<file path="src/rtl/rex_pkg.sv">
// ============================================================
// Package : rex_pkg
// Shared state encoding and widths for the Rex runner controller.
// Rev     : 1.0
// ============================================================
`default_nettype none

package rex_pkg;

    localparam int SPEED_W = 4;

    typedef enum logic [5:0] {
        ST_START = 6'b000001,
        ST_RUN   = 6'b000010,
        ST_JUMP  = 6'b000100,
        ST_DUCK  = 6'b001000,
        ST_PAUSE = 6'b010000,
        ST_STOP  = 6'b100000
    } state_t;

endpackage

`default_nettype wire

</file>
<file path="src/rtl/rex_tick_gen.sv">
// ============================================================
// Module : rex_tick_gen
// TICK_DIV prescaler with hold/clear and a registered tick pulse.
// Rev    : 1.0
// ============================================================
`default_nettype none

module rex_tick_gen #(
    parameter int TICK_DIV = 4
) (
    input  logic clk,
    input  logic rst,
    input  logic hold,
    input  logic clear,
    output logic tick
);

    localparam int CNT_W = (TICK_DIV > 2) ? $clog2(TICK_DIV) : 1;

    logic [CNT_W-1:0] r_cnt;
    logic             r_tick;

    // While held, the pending tick is frozen too, so it is consumed after resume.
    always_ff @(posedge clk or posedge rst) begin
        if (rst) begin
            r_cnt  <= '0;
            r_tick <= 1'b0;
        end else if (clear) begin
            r_cnt  <= '0;
            r_tick <= 1'b0;
        end else if (!hold) begin
            if (r_cnt == CNT_W'(TICK_DIV - 1)) begin
                r_cnt  <= '0;
                r_tick <= 1'b0;
            end else begin
                r_cnt  <= r_cnt + CNT_W'(1);
                r_tick <= (r_cnt == CNT_W'(TICK_DIV - 2));
            end
        end
    end

    assign tick = r_tick;

endmodule

`default_nettype wire

</file>
<file path="src/rtl/rex_runner_ctrl.sv">
// ============================================================
// Module : rex_runner_ctrl
// Runner FSM with signed jump physics, score/speed and high score.
// Rev    : 1.0
// ============================================================
`default_nettype none

module rex_runner_ctrl
    import rex_pkg::*;
#(
    parameter int TICK_DIV   = 4,
    parameter int POS_W      = 8,
    parameter int JUMP_V0    = 12,
    parameter int GRAVITY    = 1,
    parameter int SCORE_W    = 16,
    parameter int SPEED_INIT = 1,
    parameter int SPEED_MAX  = 15,
    parameter int SPEED_STEP = 100
) (
    input  logic               Clk,
    input  logic               Reset,
    input  logic               Start,
    input  logic               Restart,
    input  logic               Jump,
    input  logic               Duck,
    input  logic               Pause,
    input  logic               Hit,
    output logic               q_Start,
    output logic               q_Run,
    output logic               q_Jump,
    output logic               q_Duck,
    output logic               q_Pause,
    output logic               q_Stop,
    output logic               tick,
    output logic [POS_W-1:0]   y_pos,
    output logic [SPEED_W-1:0] speed,
    output logic [SCORE_W-1:0] score,
    output logic [SCORE_W-1:0] high_score,
    output logic               new_high
);

    localparam int VW     = POS_W + 1;
    localparam int SW     = POS_W + 2;
    localparam int STEP_W = $clog2(SPEED_STEP + 1);
    localparam logic signed [SW-1:0] Y_MAX = SW'((2 ** POS_W) - 1);

    state_t r_state, r_resume, w_state_next, w_after;

    logic                     r_jump_d;
    logic [POS_W-1:0]         r_y;
    logic signed [VW-1:0]     r_vy;
    logic [SCORE_W-1:0]       r_score, r_high, w_score_nxt;
    logic [SPEED_W-1:0]       r_speed;
    logic [STEP_W-1:0]        r_step;
    logic                     r_new_high;

    logic                     w_jump_edge, w_active, w_phys, w_land, w_ceil;
    logic                     w_launch, w_restart, w_enter_stop, w_score_tick;
    logic signed [SW-1:0]     w_y_sum;
    logic signed [VW-1:0]     w_g;

    rex_tick_gen #(
        .TICK_DIV (TICK_DIV)
    ) u_tick_gen (
        .clk   (Clk),
        .rst   (Reset),
        .hold  (r_state == ST_PAUSE),
        .clear ((r_state == ST_START) || (r_state == ST_STOP)),
        .tick  (tick)
    );

    assign w_jump_edge  = Jump && !r_jump_d;
    assign w_active     = (r_state == ST_RUN) || (r_state == ST_JUMP) || (r_state == ST_DUCK);
    assign w_phys       = (r_state == ST_JUMP) && tick;
    assign w_score_tick = w_active && tick;
    assign w_restart    = (r_state == ST_STOP) && Restart;
    assign w_enter_stop = w_active && Hit;
    assign w_launch     = ((r_state == ST_RUN) || (r_state == ST_DUCK)) && (w_state_next == ST_JUMP);

    assign w_y_sum = $signed({2'b00, r_y}) + $signed({r_vy[VW-1], r_vy});
    assign w_g     = Duck ? VW'(2 * GRAVITY) : VW'(GRAVITY);
    assign w_land  = w_phys && r_vy[VW-1] && (w_y_sum[SW-1] || (w_y_sum == '0));
    assign w_ceil  = !w_y_sum[SW-1] && (w_y_sum > Y_MAX);

    assign w_score_nxt = (w_score_tick && !(&r_score)) ? r_score + SCORE_W'(1) : r_score;

    always_comb begin
        w_after = r_state;
        case (r_state)
            ST_RUN: begin
                if (w_jump_edge)  w_after = ST_JUMP;
                else if (Duck)    w_after = ST_DUCK;
            end
            ST_DUCK: begin
                if (w_jump_edge)  w_after = ST_JUMP;
                else if (!Duck)   w_after = ST_RUN;
            end
            ST_JUMP: begin
                if (w_land)       w_after = Duck ? ST_DUCK : ST_RUN;
            end
            default: ;
        endcase

        w_state_next = r_state;
        case (r_state)
            ST_START: if (Start) w_state_next = ST_RUN;
            ST_RUN, ST_JUMP, ST_DUCK: begin
                if (Hit)        w_state_next = ST_STOP;
                else if (Pause) w_state_next = ST_PAUSE;
                else            w_state_next = w_after;
            end
            ST_PAUSE: if (!Pause)  w_state_next = r_resume;
            ST_STOP:  if (Restart) w_state_next = ST_START;
            default:               w_state_next = ST_START;
        endcase
    end

    // A pause on the landing tick resumes into the post-landing state.
    always_ff @(posedge Clk or posedge Reset) begin
        if (Reset) begin
            r_state  <= ST_START;
            r_resume <= ST_RUN;
            r_jump_d <= 1'b0;
        end else begin
            r_state  <= w_state_next;
            r_jump_d <= Jump;
            if (w_active && !Hit && Pause)
                r_resume <= (r_state == ST_JUMP) ? w_after : r_state;
        end
    end

    always_ff @(posedge Clk or posedge Reset) begin
        if (Reset) begin
            r_y  <= '0;
            r_vy <= '0;
        end else if (w_restart) begin
            r_y  <= '0;
            r_vy <= '0;
        end else if (w_phys) begin
            if (w_land) begin
                r_y  <= '0;
                r_vy <= '0;
            end else begin
                r_y  <= w_ceil ? '1 : w_y_sum[POS_W-1:0];
                r_vy <= r_vy - w_g;
            end
        end else if (w_launch) begin
            r_vy <= VW'(JUMP_V0);
        end
    end

    always_ff @(posedge Clk or posedge Reset) begin
        if (Reset) begin
            r_score    <= '0;
            r_high     <= '0;
            r_speed    <= SPEED_W'(SPEED_INIT);
            r_step     <= '0;
            r_new_high <= 1'b0;
        end else if (w_restart) begin
            r_score    <= '0;
            r_speed    <= SPEED_W'(SPEED_INIT);
            r_step     <= '0;
            r_new_high <= 1'b0;
        end else begin
            r_score <= w_score_nxt;
            if (w_score_tick) begin
                if (r_step == STEP_W'(SPEED_STEP - 1)) begin
                    r_step <= '0;
                    if (r_speed != SPEED_W'(SPEED_MAX))
                        r_speed <= r_speed + SPEED_W'(1);
                end else begin
                    r_step <= r_step + STEP_W'(1);
                end
            end
            // Compare against the score STOP will hold, including a same-edge tick.
            if (w_enter_stop && (w_score_nxt > r_high)) begin
                r_high     <= w_score_nxt;
                r_new_high <= 1'b1;
            end
        end
    end

    assign q_Start    = (r_state == ST_START);
    assign q_Run      = (r_state == ST_RUN);
    assign q_Jump     = (r_state == ST_JUMP);
    assign q_Duck     = (r_state == ST_DUCK);
    assign q_Pause    = (r_state == ST_PAUSE);
    assign q_Stop     = (r_state == ST_STOP);
    assign y_pos      = r_y;
    assign speed      = r_speed;
    assign score      = r_score;
    assign high_score = r_high;
    assign new_high   = r_new_high;

endmodule

`default_nettype wire

</file>
<file path="config.mk">
export PLATFORM = sky130hd
export DESIGN_NAME = rex_runner_ctrl
export DESIGN_NICKNAME = d
export VERILOG_FILES = /design/src/rtl/rex_pkg.sv /design/src/rtl/rex_tick_gen.sv /design/src/rtl/rex_runner_ctrl.sv
export SDC_FILE = /design/constraint.sdc
export NUM_CORES = 1
export LEC_CHECK = 0
export BUFFER_PORTS_ARGS = -buffer_cell sky130_fd_sc_hd__buf_4
export CAP_MARGIN = 20
export CORE_AREA = 5 5 102 104
export CTS_CLUSTER_DIAMETER = 40
export DETAILED_ROUTE_END_ITERATION = 8
export DIE_AREA = 0 0 107 109
export PLACE_DENSITY = 0.8
export SLEW_MARGIN = 20
export SYNTH_ARGS = -nofsm -noshare
export SYNTH_HDL_FRONTEND = slang
export SYNTH_HIERARCHICAL = 1
export SYNTH_SLANG_ARGS = --single-unit
</file>
<file path="constraint.sdc">
create_clock -name Clk -period 3.92 [get_ports Clk]
set_input_delay 0.784 -clock Clk [delete_from_list [all_inputs] [get_ports Clk]]
set_output_delay 0.784 -clock Clk [all_outputs]
set_load 0.01 [all_outputs]
</file>
Yosys cells after proc, flatten, opt, wreduce, memory -nomap -nowiden:

Index checks and enable logic that the tools add are counted.

* bitwise operators: 1
* magnitude comparators: 2
* eq/ne operators: 12
* reduce and logical (&&, ||, !) cells: 33
* add/sub/neg operators: 6
* multiplexer cells: 40

Operators by type and width (number)
* 2-to-1 mux 6 bit: 11
* 2-to-1 mux 9 bit: 4
* 2-to-1 mux 16 bit: 2
* 2-to-1 mux 8 bit: 4
* one-hot mux 6 bit (4 select lines): 1
* 2-to-1 mux 7 bit: 3
* 2-to-1 mux 4 bit: 5
* one-hot mux 6 bit (3 select lines): 1
* adder 16 x 1 -> 16 bit, second input constant: 1
* > comparator 16 bit: 1
* AND reduction 16 bit: 1
* logical AND 1 bit: 13
* == test 6 x 3 -> 1 bit, second input constant: 2
* adder 9 x 9 -> 10 bit: 1
* > comparator 10 x 9 -> 1 bit, second input constant: 1
* logical NOT 10 bit: 1
* nonzero test 2 bit: 5
* subtractor 9 x 3 -> 9 bit: 1
* 2-to-1 mux 2 bit: 4
* adder 7 x 1 -> 7 bit, second input constant: 1
* == test 7 bit, second input constant: 1
* == test 6 x 1 -> 1 bit, second input constant: 1
* == test 6 x 2 -> 1 bit, second input constant: 1
* == test 6 x 4 -> 1 bit, second input constant: 1
* 15 further kinds: 27

* word-level logic and storage cells: 106
* bits in registers: 77
* input port bits: 8

Logic depth before layout (Yosys ltp):

Gate-level depths: netlist (run 1).

* depth after elaboration: 14
* depth in mapped cells: 17
* depth with buffers taken out: 15

Hierarchy:

The synthesis (run 1) kept the hierarchy.

By module, submodules not included
* rex_runner_ctrl: area an instance 4399.2 um^2, sequential area each 1855.5 um^2, cells an instance 455, instances 1
* rex_tick_gen: area an instance 140.1 um^2, sequential area each 75.1 um^2, cells an instance 13, instances 1

Worst setup path after synthesis (run 1):

Ideal clock, no wire load.

* path type: register to register
* start point: register r_state[3]
* end point: register r_high[14], in the netlist high_score[14]
* data arrival time: 3.689 ns
* slack: 0.106 ns
* stages on the path, launching flop included: 18
* required time: 3.795 ns
* cell sequence: dfrtp_1 > buf_2 > or3b_1 > o21ai_1 > nand3_1 > nor3_2 > nand4_1 > xnor2_1 > ha_1 > a21o_1 > a21o_1 > a21oi_1 > o21ai_0 > o2111a_1 > o31a_1 > buf_2 > buf_2 > mux2_2

* cells in the longest elaborated chain, start to end: 9
* elaborated cells between the ends (all ways): 15

RTL lines
* start: declaration: RTL line rex_runner_ctrl.sv:47 `state_t r_state, r_resume, w_state_next, w_after;`
* start signal: assignment: RTL line rex_runner_ctrl.sv:125 `r_state <= w_state_next;`
* == test 6 x 2 -> 1 bit or == test 6 x 3 -> 1 bit (tied branches): RTL line rex_runner_ctrl.sv:73 `assign w_active = (r_state == ST_RUN) || (r_state == ST_JUMP) || (r_state == ST_DUCK);`
* logical OR 1 bit: RTL line rex_runner_ctrl.sv:73
* logical OR 1 bit *: RTL line rex_runner_ctrl.sv:73
* logical AND 1 bit *: RTL line rex_runner_ctrl.sv:75 `assign w_score_tick = w_active && tick;`
* logical AND 1 bit *: RTL line rex_runner_ctrl.sv:85 `assign w_score_nxt = (w_score_tick && !(&r_score)) ? r_score + SCORE_W'(1) : r_score;`
* 2-to-1 mux 16 bit *: RTL line rex_runner_ctrl.sv:85
* net w_score_nxt[9]: RTL line rex_runner_ctrl.sv:52 `logic [SCORE_W-1:0] r_score, r_high, w_score_nxt;`
* > comparator 16 bit *: RTL line rex_runner_ctrl.sv:176 `if (w_enter_stop && (w_score_nxt > r_high)) begin`
* logical AND 1 bit *: RTL line rex_runner_ctrl.sv:176
* AND reduction 2 bit (no source line) *
* end signal: assignment: RTL line rex_runner_ctrl.sv:177 `r_high <= w_score_nxt;`
* end: declaration: RTL line rex_runner_ctrl.sv:52

Mark *: on every way through the listed nets, which the timed path passes. The rest lies on a longest branch.
A chain may end at the register's enable or synchronous reset.

Final worst setup path (run 1):

* start point: register r_state[3]
* end point: register r_high[4], in the netlist high_score[4]

The elaborated chain is that of the path after synthesis.

==> results of run 1 <==
==> area by class of cell <==
class | count | area share
Clock buffer | 10 | 0.0233
Clock inverter | 6 | 0.0158
Inverter | 33 | 0.0226
Multi-Input combinational cell | 348 | 0.454
Sequential cell | 77 | 0.353
Tap cell | 114 | 0.0261
Timing Repair Buffer | 77 | 0.106
==> logic make-up after synthesis <==
| kind of cell | share of synthesized area |
|---|---|
| AND/OR/NAND/NOR | 0.192 |
| AO/OA/AOI/OAI | 0.154 |
| flip-flops | 0.425 |
| buffers and inverters | 0.0375 |
| adder cells (fa/ha/maj) | 0.0915 |
| XOR/XNOR | 0.0482 |
| multiplexers | 0.0507 |
==> worst max-delay path, stage by stage (launching register included) <==
cell      delay (ns)
dfrtp_1         0.38
or3b_1          0.41
o21ai_1         0.20
nand3_2         0.19
nor3_1          0.21
buf_4           0.17
nand3_1         0.09
xnor2_1         0.25
ha_1            0.21
a21o_1          0.11
a21o_1          0.11
a21oi_1         0.07
o21ai_1         0.27
o2111a_1        0.27
o31a_2          0.30
mux2_2          0.36
==> timing repair <==
| item | in CTS | in global routing |
|---|---|---|
| endpoints found under the setup margin | 16 | 17 |
| gates cloned | 0 | 1 |
| pin swaps | 0 | 5 |
| gates resized for setup | 1 | 7 |
==> placed cells by master (no fill, tap or decap), types with 3 or more instances in the layout <==
master,instances
or3b_1,3
a21o_1,8
nand4_1,12
dfrtp_1,74
ha_1,30
o211ai_1,3
dfstp_2,3
a311oi_1,3
clkbuf_8,9
a31oi_1,4
o21ai_0,20
mux2i_1,5
and2_1,20
mux2_2,16
or3_1,4
inv_1,30
a211oi_1,3
xor2_1,11
nor3_1,10
and3_1,7
a21oi_1,23
buf_4,77
nor4_1,4
xnor2_1,14
o21a_1,10
o21ai_1,6
a211o_1,4
nor2b_1,7
nand2_1,42
nor2_1,24
nand3_1,11
==> per-layer routing <==
metal | wire length [um] | track usage | vias up | share of wire
met5 | 0 | 0 | - | 0
met4 | 174 | 0.0712 | 0 | 0.016
met3 | 590 | 0.0409 | 14 | 0.053
met2 | 5360 | 0.313 | 103 | 0.48
met1 | 4920 | 0.261 | 1868 | 0.45
li1 | - | - | 1834 | -
==> where the power goes <==
group | internal, mW | switching (mW)
sequential | 0.959 | 0.156
clock | 0.359 | 0.306
combinational | 0.569 | 0.671
total | 1.89 | 1.13
==> final timing paths <==
| kind | start | to | slack, ns | depth (start not counted) |
|---|---|---|---|---|
| worst max register to register | r_state[3] | high_score[4] | 0.20 | 15 |
| worst min register to register | new_high | new_high | 0.50 | 1 |
| worst max-delay path | r_state[3] | high_score[4] | 0.20 | 15 |
| max in group asynchronous | Reset | speed[0] | 2.53 | 3 |
| worst min-delay path | Reset | u_tick_gen/tick | 0.30 | 2 |
| min in group Clk | new_high | new_high | 0.50 | 1 |
==> registers in the layout (all words and copies together), names as in the netlist <==
signal and flops:
u_tick_gen/tick 1, u_tick_gen/r_cnt 2, score 16, r_resume 6
y_pos 8, r_step 7, high_score 16, speed 4
r_vy 9, r_state 6, new_high 1, r_jump_d 1
==> stage by stage <==
step	cells	cell area (sq um)
6_report	665	5470
5_1_grt	665	5470
4_1_cts	664	5430
3_5_place_dp	648	5210
3_3_place_gp	648	5210
2_1_floorplan	468	4540
==> qor.csv, run 1 <==
metric,value,unit
Rel. slew slack,0.431,
routed wire length,11.0,mm
initial antenna violation count,0,
vias after detailed routing,3819,
crit-path max FO,8,
Die W,107,um
first-pass GRT wire length,18.1,mm
fraction of layout cells with a size suffix above 1,0.230,
CTS tree,yes,
site row count,36,
clock latency on the worst-skew pair,0.37,ns
vias in the first global route,3802,
Slew @ Worst Pin,0.854,ns
fmax,0.269,GHz
Num CTS Buffers,9,
Vias per Instance,5.74,
RSZ-0062 raised after global routing,no,
status,finished clean,
area of the multi-input gates,0.00248,sq mm
wire per inst,16.6,um
clock-pin slew on the worst setup and hold paths,0.08,ns
Max Cap Viol,0,
"EDFF count, synth",0,
io pins,60,
leakage dissipation,2.58,nW
Layout Nets,586,
die area,0.0117,sq mm
Synth area leaders,"dfrtp_1, ha_1, mux2_2, nand2_1, and2_1",
hold_buf cts,0,
Placer Congestion,0.911,
worst path arrival time,3.97,ns
DPL Wire Length,8.25,mm
Yosys top cell area share,0.408,
Fin Clk Skew,0.0118,ns
Syn Nets,508,
crit path kind,flop to flop,
Util after Layout,0.579,
Setup Viol. Count Final,0,
most common cell in the synthesized netlist,dfrtp_1,
DR pass1 iterations,4,
Syn-to-layout area delta,20.6,%
die height,109,um
Post-Syn Instances,468,
CP Data Required Time,4.17,ns
initial core utilization,0.480,
Hold WS,0.296,ns
dpl ws,-0.185,ns
port bufs,59,
register area share after synthesis,0.425,
ys async rst share,1.00,
Hold Crit Class,primary input to asynchronous set/reset pin,
crit end category,flop,
CTS H-tree depth,3,
DRT antenna net count,0,
Core Region,0.00946,sq mm
fillers,827,
crit path time final,3.72,ns
Post-synth top cells,"dfrtp_1, nand2_1, inv_1, ha_1, nor2_1",
Total GRT Usage,0.195,
Tot Pwr,3.02,mW
crit start category,flop,
Sink Count,77,
final hold violations,0,
global route total overflow,0,
Final TNS setup,0,ns
final worst slack,0.197,ns
Post-CTS Setup Bufs,0,
synthesis-stage register bit count,77,
"Slew Viols, Final",0,
period utilization,0.950,
Root Driver,clkbuf_8,
Clock Path Buffers,2,
Diodes inserted,0,
largest area contributor in the netlist,dfrtp_1,
VDD IR-drop max,0.000319,V
Synth Flop Type,dfrtp_1,
register area,0.00193,sq mm
Synth Warn #,6,
synth unique cells,61,
synthesized area,0.00454,sq mm
initial DRC count,198,
DRC Markers,0,
pwr/cell area,552,mW/mm^2
largest net degree at the start of global routing,36,
Avg Inst Size Synth,9.70,sq um
Power figures use the tool's default switching activity.
==> run 2: changes to the inputs <==
--- a/config.mk
+++ b/config.mk
@@ -5,14 +5,15 @@
 export SDC_FILE = /design/constraint.sdc
 export NUM_CORES = 1
 export LEC_CHECK = 0
+export ABC_AREA = 1
 export BUFFER_PORTS_ARGS = -buffer_cell sky130_fd_sc_hd__buf_4
 export CAP_MARGIN = 20
-export CORE_AREA = 5 5 102 104
+export CORE_AREA = 5 5 104 106
 export CTS_CLUSTER_DIAMETER = 40
 export DETAILED_ROUTE_END_ITERATION = 8
-export DIE_AREA = 0 0 107 109
+export DIE_AREA = 0 0 109 111
+export MAX_ROUTING_LAYER = met4
 export PLACE_DENSITY = 0.8
-export SLEW_MARGIN = 20
 export SYNTH_ARGS = -nofsm -noshare
 export SYNTH_HDL_FRONTEND = slang
 export SYNTH_HIERARCHICAL = 1
==> qor.csv, run 2 <==
metric,value,unit
status,finished clean,
"EDFF count, synth",0,
Syn Nets,643,
io pins,60,
Rel. slew slack,0.573,
die height,111,um
Max Cap Viol,0,
Placer Congestion,0.954,
CTS tree,yes,
Vias per Instance,5.25,
crit path time final,3.51,ns
Tot Pwr,4.38,mW
synthesized area,0.00477,sq mm
Util after Layout,0.584,
flop2flop setup slack,0.41,ns
clock-pin slew on the worst setup and hold paths,0.08,ns
Post-CTS Setup Bufs,0,
pwr/cell area,774,mW/mm^2
Setup Viol. Count Final,0,
DRC Markers,0,
Layout Nets,710,
Hold Crit Class,primary input to asynchronous set/reset pin,
synthesis-stage register bit count,77,
Diodes inserted,0,
Post-Syn Instances,603,
DRT antenna net count,0,
initial DRC count,151,
"leading cell types in the layout, fill and taps excluded","nand2_1, inv_1, dfrtp_1, buf_4, nor2_1",
largest area contributor in the netlist,dfrtp_1,
ys async rst share,1.00,
Post-synth top cells,"nand2_1, inv_1, dfrtp_1, nor2_1, nand3_1",
fmax,0.285,GHz
hold_buf cts,0,
Num CTS Buffers,9,
Synth Warn #,6,
first-pass GRT wire length,19.0,mm
RSZ-0062 raised after global routing,no,
DR pass1 iterations,5,
Die W,109,um
final hold violations,0,
CTS H-tree depth,3,
Core Region,0.00968,sq mm
Yosys top cell area share,0.388,
Root Driver,clkbuf_8,
Fin Clk Skew,0.00858,ns
largest net degree at the start of global routing,53,
Worst R2R End,high_score[6],
Sink Count,77,
reg2reg start,r_state[3],
crit-path max FO,23,
initial core utilization,0.492,
fillers,831,
crit path from,r_state[3],
period utilization,0.894,
initial antenna violation count,0,
crit path kind,flop to flop,
vias in the first global route,4218,
Total GRT Usage,0.196,
most common cell in the synthesized netlist,nand2_1,
Synth Flop Type,dfrtp_1,
Worst R2R Path Depth,20,
wire per inst,13.9,um
site row count,36,
Clock Path Buffers,2,
vias after detailed routing,4239,
fraction of layout cells with a size suffix above 1,0.176,
crit start category,flop,
register area share after synthesis,0.405,
port bufs,59,
Synth area leaders,"dfrtp_1, nand2_1, ha_1, inv_1, nand3_1",
Avg Inst Size Synth,7.91,sq um
Final TNS setup,0,ns
"most common cell after layout, fill and taps aside",nand2_1,
synth unique cells,46,
crit end category,flop,
DPL Wire Length,8.47,mm
routed wire length,11.2,mm
global route total overflow,0,
die area,0.0121,sq mm
"Slew Viols, Final",0,
clock latency on the worst-skew pair,0.35,ns
leakage dissipation,3.01,nW
worst path arrival time,3.72,ns
VDD IR-drop max,0.000406,V
Syn-to-layout area delta,18.6,%
Slew @ Worst Pin,0.632,ns
CP Data Required Time,4.13,ns
[run 2: changes by cell type after synthesis, sizes merged, moves of 13 or more]
| cell | delta |
|---|---|
| nand2 | +98 |
| inv | +73 |
| nand3 | +31 |
| nor2 | +31 |
| and2 | -20 |
| o21ai | +19 |
| mux2 | -16 |
| xnor2 | -13 |
[run 2: critical path, cell delays in order (launching register included)]
cell and delay [ns]:
dfrtp_1 0.43, nor2_2 0.19, nand4_1 0.16, nand2_1 0.11, inv_2 0.06, nand2_4 0.09, nand2_4 0.07, nor2_1 0.09
nand2_1 0.10, nor4_2 0.18, xnor2_1 0.21, inv_1 0.08, ha_1 0.30, nand4_1 0.13, nor3_1 0.29, inv_1 0.07
nor4_1 0.21, inv_1 0.10, nand3_2 0.21, buf_12 0.19, o21ai_0 0.08
[run 2: power by group]
part	total, mW	internal [mW]	leakage [nW]	switching [mW]
logic	2.15	0.922	1.95	1.22
clock network	0.773	0.476	0.130	0.297
registers	1.46	1.11	0.932	0.346
total	4.38	2.51	3.01	1.87
[run 2: final cells by class]
class | instances | area [sq um] | area share
clock inverters | 3 | 90.1 | 0.0159
clock buffers | 13 | 169 | 0.0299
well taps | 133 | 166 | 0.0294
inverters | 106 | 402 | 0.0710
repair buffers | 63 | 498 | 0.0881
multi-input cells | 413 | 2400 | 0.424
flip-flops and latches | 77 | 1930 | 0.341
[run 2: cell families after synthesis]
family,count (synthesis),synth area share
buffers and inverters,113,0.0929
xor gates and xnor gates,24,0.0472
AOI/OAI and AO/OA,78,0.0927
adders and majority gates,32,0.0871
and+or+nand+nor,279,0.275
DFF,77,0.405
[run 2: metrics by stage]
step	hold slack [ns]	setup slack (ns)	std cells	cell area [sq um]
after floorplan	0.450	0.878	603	4770
after global placement	0.470	0.421	791	5370
after detailed placement	0.476	0.361	791	5370
after CTS	0.305	0.315	807	5630
after global routing	0.305	0.0376	808	5650
final	0.314	0.414	808	5650
[run 2: worst max path at each step]
| stage | to | slack, ns | depth (start not counted) |
|---|---|---|---|
| 6_report | high_score[6] | 0.41 | 20 |
| 5_1_grt | high_score[0] | 0.04 | 21 |
| 4_1_cts | high_score[0] | 0.32 | 20 |
| 3_5_place_dp | high_score[0] | 0.36 | 20 |
| 3_3_place_gp | high_score[7] | 0.42 | 20 |
| 2_1_floorplan | high_score[7] | 0.88 | 20 |
[run 2: what timing repair did]
item                                    4_1_cts  5_1_grt
endpoints found under the setup margin        0       11
hold endpoints to repair                      0        0
gates resized for setup                       0        1
[run 2: routing by layer]
layer | part of all wire | global-route usage | wire length (um)
met2 | 0.50 | 0.324 | 5570
met1 | 0.43 | 0.240 | 4800
met5 | 0 | - | 0
met4 | 0.022 | 0.0715 | 248
met3 | 0.053 | 0.0315 | 597
